===== config.mk =====
export PLATFORM = sky130hd
export DESIGN_NAME = alu_serial_port
export DESIGN_NICKNAME = d
export VERILOG_FILES = /design/src/rtl/alu_serial_port.sv
export SDC_FILE = /design/constraint.sdc
export NUM_CORES = 1
export LEC_CHECK = 0
export ABC_AREA = 1
export BUFFER_PORTS_ARGS = -buffer_cell sky130_fd_sc_hd__buf_2
export CORE_UTILIZATION = 31
export CTS_BUF_LIST = sky130_fd_sc_hd__clkbuf_2
export DETAILED_ROUTE_END_ITERATION = 10
export SETUP_SLACK_MARGIN = 0.5
export SLEW_MARGIN = 10
export SYNTH_ARGS = -nofsm -noshare
export SYNTH_HDL_FRONTEND = slang
export SYNTH_SLANG_ARGS = --single-unit

===== constraint.sdc =====
create_clock -name clk -period 1.8 [get_ports clk]
set_input_delay 0.18 -clock clk [delete_from_list [all_inputs] [get_ports clk]]
set_output_delay 0.18 -clock clk [all_outputs]
set_load 0.005 [all_outputs]

===== src/rtl/alu_serial_port.sv =====
// ---------------------------------------------------------------------------
// alu_serial_port
//
// Purpose:
//   Sits in front of the bit-serial ALU on its external-argument path.
//   Operand bytes arrive from the memory/prefetch side and are packed into a
//   2*REG_BITS shift register.  While the ALU is active, that register shifts
//   right by NSHIFT bits per cycle: the low bits feed the ALU data input and
//   the ALU result bits enter at the top.  After the ALU signals completion,
//   the collected result is handed back as bytes for memory writeback.
//
// Parameters:
//   REG_BITS - bits per register/byte (a pair is 2*REG_BITS)
//   NSHIFT   - bits moved per ALU cycle (must divide REG_BITS)
//
// Ports:
//   clk           in   clock
//   reset_n       in   asynchronous reset, active low
//   cmd_valid     in   transfer command offered
//   cmd_ready     out  command accepted when cmd_valid && cmd_ready
//   cmd_pair      in   1 = 2*REG_BITS operand/result, 0 = REG_BITS
//   cmd_load      in   1 = fetch operand bytes first, 0 = reuse shift register
//   cmd_store     in   1 = emit result bytes after the run
//   rx_valid      in   operand byte offered
//   rx_ready      out  operand byte accepted when rx_valid && rx_ready
//   rx_data       in   operand byte, low byte first
//   alu_active    in   ALU shift enable for this cycle
//   alu_done      in   ALU op_done
//   alu_data_in   out  serial operand bits to the ALU
//   alu_data_out  in   serial result bits from the ALU
//   tx_valid      out  result byte offered
//   tx_ready      in   result byte consumed when tx_valid && tx_ready
//   tx_data       out  result byte, low byte first
//   busy          out  block is not idle
// ---------------------------------------------------------------------------
module alu_serial_port #(
    parameter int REG_BITS = 8,
    parameter int NSHIFT   = 2
) (
    input  logic                clk,
    input  logic                reset_n,
    input  logic                cmd_valid,
    output logic                cmd_ready,
    input  logic                cmd_pair,
    input  logic                cmd_load,
    input  logic                cmd_store,
    input  logic                rx_valid,
    output logic                rx_ready,
    input  logic [REG_BITS-1:0] rx_data,
    input  logic                alu_active,
    input  logic                alu_done,
    output logic [NSHIFT-1:0]   alu_data_in,
    input  logic [NSHIFT-1:0]   alu_data_out,
    output logic                tx_valid,
    input  logic                tx_ready,
    output logic [REG_BITS-1:0] tx_data,
    output logic                busy
);

    localparam int PAIR_BITS = 2 * REG_BITS;

    typedef enum logic [1:0] {
        IDLE  = 2'd0,
        FETCH = 2'd1,
        RUN   = 2'd2,
        WRITE = 2'd3
    } state_t;

    state_t               state_q, state_d;
    logic [PAIR_BITS-1:0] sreg_q,  sreg_d;
    logic                 bcnt_q,  bcnt_d;
    logic                 pair_q,  pair_d;
    logic                 load_q,  load_d;
    logic                 store_q, store_d;

    logic                 cmdReadyInt;

    // State and datapath registers; everything returns to an empty, idle
    // port the moment reset_n drops, even in the middle of a run.
    always_ff @(posedge clk or negedge reset_n) begin
        if (!reset_n) begin
            state_q <= IDLE;
            sreg_q  <= '0;
            bcnt_q  <= 1'b0;
            pair_q  <= 1'b0;
            load_q  <= 1'b0;
            store_q <= 1'b0;
        end else begin
            state_q <= state_d;
            sreg_q  <= sreg_d;
            bcnt_q  <= bcnt_d;
            pair_q  <= pair_d;
            load_q  <= load_d;
            store_q <= store_d;
        end
    end

    // Next-state and output logic.  Every output depends only on registered
    // state, so there is no combinational path from the handshake inputs to
    // any output.
    always_comb begin
        state_d     = state_q;
        sreg_d      = sreg_q;
        bcnt_d      = bcnt_q;
        pair_d      = pair_q;
        load_d      = load_q;
        store_d     = store_q;
        cmdReadyInt = 1'b0;
        rx_ready    = 1'b0;
        tx_valid    = 1'b0;
        tx_data     = '0;
        alu_data_in = '0;

        case (state_q)
            IDLE: begin
                cmdReadyInt = 1'b1;
                if (cmd_valid) begin
                    pair_d  = cmd_pair;
                    load_d  = cmd_load;
                    store_d = cmd_store;
                    bcnt_d  = 1'b0;
                    // Without a load the shift register is left untouched so
                    // the previous result becomes the next operand.
                    state_d = cmd_load ? FETCH : RUN;
                end
            end

            FETCH: begin
                rx_ready = 1'b1;
                if (rx_valid) begin
                    if (!bcnt_q) begin
                        sreg_d[REG_BITS-1:0] = rx_data;
                        // A single-byte operand must not inherit stale upper
                        // bits, since they shift into the ALU after the
                        // operand and appear in the low result byte.
                        if (!pair_q) begin
                            sreg_d[PAIR_BITS-1:REG_BITS] = '0;
                        end
                    end else begin
                        sreg_d[PAIR_BITS-1:REG_BITS] = rx_data;
                    end
                    bcnt_d = bcnt_q + 1'b1;
                    if (!pair_q || bcnt_q) begin
                        state_d = RUN;
                    end
                end
            end

            RUN: begin
                alu_data_in = sreg_q[NSHIFT-1:0];
                // Shift count is not tracked here: the ALU's done flag alone
                // ends the run, which lets timed rotates stop early.  A done
                // flag without a shift enable is ignored.
                if (alu_active) begin
                    sreg_d = {alu_data_out, sreg_q[PAIR_BITS-1:NSHIFT]};
                    if (alu_done) begin
                        bcnt_d  = 1'b0;
                        state_d = store_q ? WRITE : IDLE;
                    end
                end
            end

            WRITE: begin
                tx_valid = 1'b1;
                // A single-byte result has been shifted all the way into the
                // upper half; a pair leaves low byte then high byte.
                if (pair_q && !bcnt_q) begin
                    tx_data = sreg_q[REG_BITS-1:0];
                end else begin
                    tx_data = sreg_q[PAIR_BITS-1:REG_BITS];
                end
                if (tx_ready) begin
                    if (!pair_q || bcnt_q) begin
                        bcnt_d  = 1'b0;
                        state_d = IDLE;
                    end else begin
                        bcnt_d = 1'b1;
                    end
                end
            end

            default: begin
                state_d = IDLE;
            end
        endcase
    end

    // The idle state is also the reset state, so the command handshake is
    // additionally gated by reset_n to keep it low while reset is held.
    assign cmd_ready = cmdReadyInt & reset_n;
    assign busy      = (state_q != IDLE);

endmodule


==> results.py <==
metrics = {
    "worst_setup_path": {
        "max_stage_delay_ns": 0.44,
        "cp_data_arrival_time_ns": 1.39,
        "critPathRequiredTime_ns": 1.62,
        "critPathMaxFanout": 7,
        "regToRegSetupSlack_ns": 0.32,
        "crit_family": "flip-flops",
        "path_cells": "inv_2, nand2_4, inv_4, o21ai_0, a21oi_1, buf_2",
        "cp_slowest_cell": "dfrtp_1",
        "critical_path_buf_inv_count": 3,
        "startpoint_type": "flip-flop",
        "path_class": "reg2out",
        "endpoint_kind": "output pin",
    },
    "power_and_ir_drop": {
        "powerDensity_nw_per_um2": 1800,
        "total_power_mw": 3.93,
        "irDropWorstVdd_v": 0.000524,
        "p_leak_nw": 1.15,
    },
    "die": {
        "die_h_um": 69.1,
        "start_util": 0.321,
        "coreArea_um2": 4350,
        "rows": 24,
        "chipWidth_um": 69.1,
        "pin_count": 34,
        "die-area_um2": 4780,
    },
    "clocking": {
        "insertion_delay_ns": 0.33,
        "clockBufferDepth": 2,
        "cts_sinks": 21,
        "path_clk_slew_ns": 0.20,
        "tritoncts": "done",
        "numCtsBuffers": 3,
        "cts-root-buf": "clkbuf_2",
        "htree_levels": 1,
    },
    "synth": {
        "synth_seq_area_share": 0.376,
        "syn_nets": 219,
        "syn_area_per_cell_um2": 7.02,
        "yosysWarnings": 0,
        "synth-seq-cells": 21,
        "synthesis.area_um2": 1400,
        "synth_cells": 199,
        "synth_cell_types": 19,
    },
    "timing": {
        "timing.final.crit_share": 0.873,
        "tightest_slew_ns": 0.256,
        "final.setup_skew_ns": 0.00402,
        "finalSetupViolCount": 0,
        "period_needed_ns": 1.57,
        "drv_slew": 0,
        "relSlewSlack": 0.827,
        "fmax_ghz": 0.636,
        "rsz0062_at_grt": "true",
        "setup_tns_ns": 0,
        "hold_violations": 0,
    },
    "grt": {
        "grt_pass1_wl_mm": 6.92,
        "grt_max_degree": 22,
        "grt_pass1_vias": 1423,
        "gr-total-overflow": 0,
        "grt_usage": 0.179,
        "antenna_found_initial": 0,
    },
    "detailed_routing": {
        "drtAntennaViolNets": 0,
        "vias": 1574,
        "via_per_inst": 5.01,
        "drt_iter0_drc": 176,
        "drc": 0,
        "dr.pass1.iters": 4,
        "routed_wl_mm": 4.52,
        "routedWlPerCell_um": 14.4,
    },
    "final_layout": {
        "multiInputGateArea_um2": 972,
        "fillers": 394,
        "area_growth_pct": 56.1,
        "final-seq-area_um2": 528,
        "fin_cells": 314,
        "drive_gt1_frac": 0.527,
        "fin_nets": 283,
        "diodes": 0,
    },
    "status": {
        "status": "complete, no violations",
    },
    "placed_design": {
        "dp.cells": 280,
        "dp_hpwl_mm": 2.53,
        "place.gp.congestion": 0.815,
        "io_buffers": 33,
    },
    "flow_run": {
        "drv_cap": 0,
    },
    "min_path": {
        "hold_path_class": "in2reg",
    },
}
## worst register-to-register path, cell delays in order (launching register included)
cell      delay [ns]
dfrtp_2         0.48
buf_8           0.15
buf_6           0.12
buf_8           0.13
nand3_4         0.11
nand2_8         0.09
clkinv_8        0.09
nand2_8         0.10
nand2_2         0.07
nand2_1         0.05
## cell type report
cell class | instances | share of cell area
timing repair inverter | 5 | 0.0178
tap | 52 | 0.0298
timing repair buffer | 57 | 0.196
inverter | 25 | 0.0602
sequential | 21 | 0.242
multi-input combinational | 150 | 0.446
clock buffer | 3 | 0.00688
clock inverter | 1 | 0.00229
## cell families after synthesis
logic type	Yosys count	share of synthesized area
AOI/OAI and AO/OA	35	0.128
buffers and inverters	31	0.127
DFF	21	0.376
and+or+nand+nor	112	0.369
## state kept, by name, summed over array words and instances (netlist names)
name,count
bcnt_q,1
pair_q,1
sreg_q,16
state_q,2
store_q,1
## Yosys cell counts
cell	instances	area, um2
a21oi_1	9	45.0
nor2_1	8	30.0
inv_4	2	12.5
nor2_4	1	11.3
buf_6	3	33.8
nand2_4	5	56.3
buf_8	1	15.0
dfrtp_1	21	526
nand2_2	5	31.3
buf_2	1	5.00
nand2_1	67	251
nand3_1	25	125
o21ai_1	6	30.0
nand3_2	1	10.0
o21ai_2	1	8.76
o21ai_0	19	95.1
inv_6	1	8.76
inv_1	22	82.6
buf_12	1	20.0
## cell usage in the layout (no fill, tap or decap), types with 2 or more instances in the layout
cell type   count
nor2_2          4
clkbuf_2        3
clkinvlp_4      2
a21oi_1         8
buf_6           5
o21ai_0        13
buf_4          14
buf_2          32
dfrtp_1        19
nand2_4        13
inv_4           5
buf_12          2
clkinv_8        2
buf_8           2
o21ai_1        11
nor2_1          2
o21ai_2         2
nand2_2        29
nor2_4          3
nand3_2         5
inv_2           2
nand2_8         5
dfrtp_2         2
nand3_1        20
inv_1          17
nand2_1        33
## power by group
group | internal [mW] | switching [mW]
Clock | 0.0504 | 0.148
Sequential | 0.700 | 0.247
Combinational | 1.15 | 1.63
## routing by layer
layer | global-route usage | wire (um) | part of all wire
met4 | 0.0522 | 143 | 0.032
met5 | 0 | 0 | 0
met1 | 0.241 | 1880 | 0.42
met3 | 0.0336 | 252 | 0.056
met2 | 0.291 | 2250 | 0.50
## stage by stage
stage                     hold WS [ns]  instance area [um2]   util  worst slack (ns)
final                           0.0786                 2180  0.501             0.228
after global routing            0.0514                 2180  0.501             0.129
after CTS                       0.0649                 1890  0.433             0.243
after detailed placement         0.235                 1570  0.360             0.316
after global placement           0.226                 1570  0.360             0.336
after floorplan                 -0.116                 1400      -             0.610
## worst paths after layout
path                                     endpoint  cells after the start              startpoint
setup / recovery                       tx_data[3]                      6      bcnt_q$_DFFE_PN0P_
hold / removal                store_q$_DFFE_PN0P_                      3               cmd_store
setup reg to reg            sreg_q[1]$_DFFE_PN0P_                      9  state_q[1]$_DFFE_PN0P_
hold reg to reg             sreg_q[6]$_DFFE_PN0P_                      2   sreg_q[6]$_DFFE_PN0P_
max in group asynchronous  state_q[0]$_DFFE_PN0P_                      3                 reset_n
min in group asynchronous   sreg_q[4]$_DFFE_PN0P_                      3                 reset_n
## timing repair
item,4_1_cts,5_1_grt
pin swaps,12,15
setup endpoints to repair,33,35
setup buffers,13,7
hold buffers,1,0
gates cloned,7,2
hold endpoints to repair,21,0
gates resized for setup,42,62
Power figures use the tool's default switching activity.
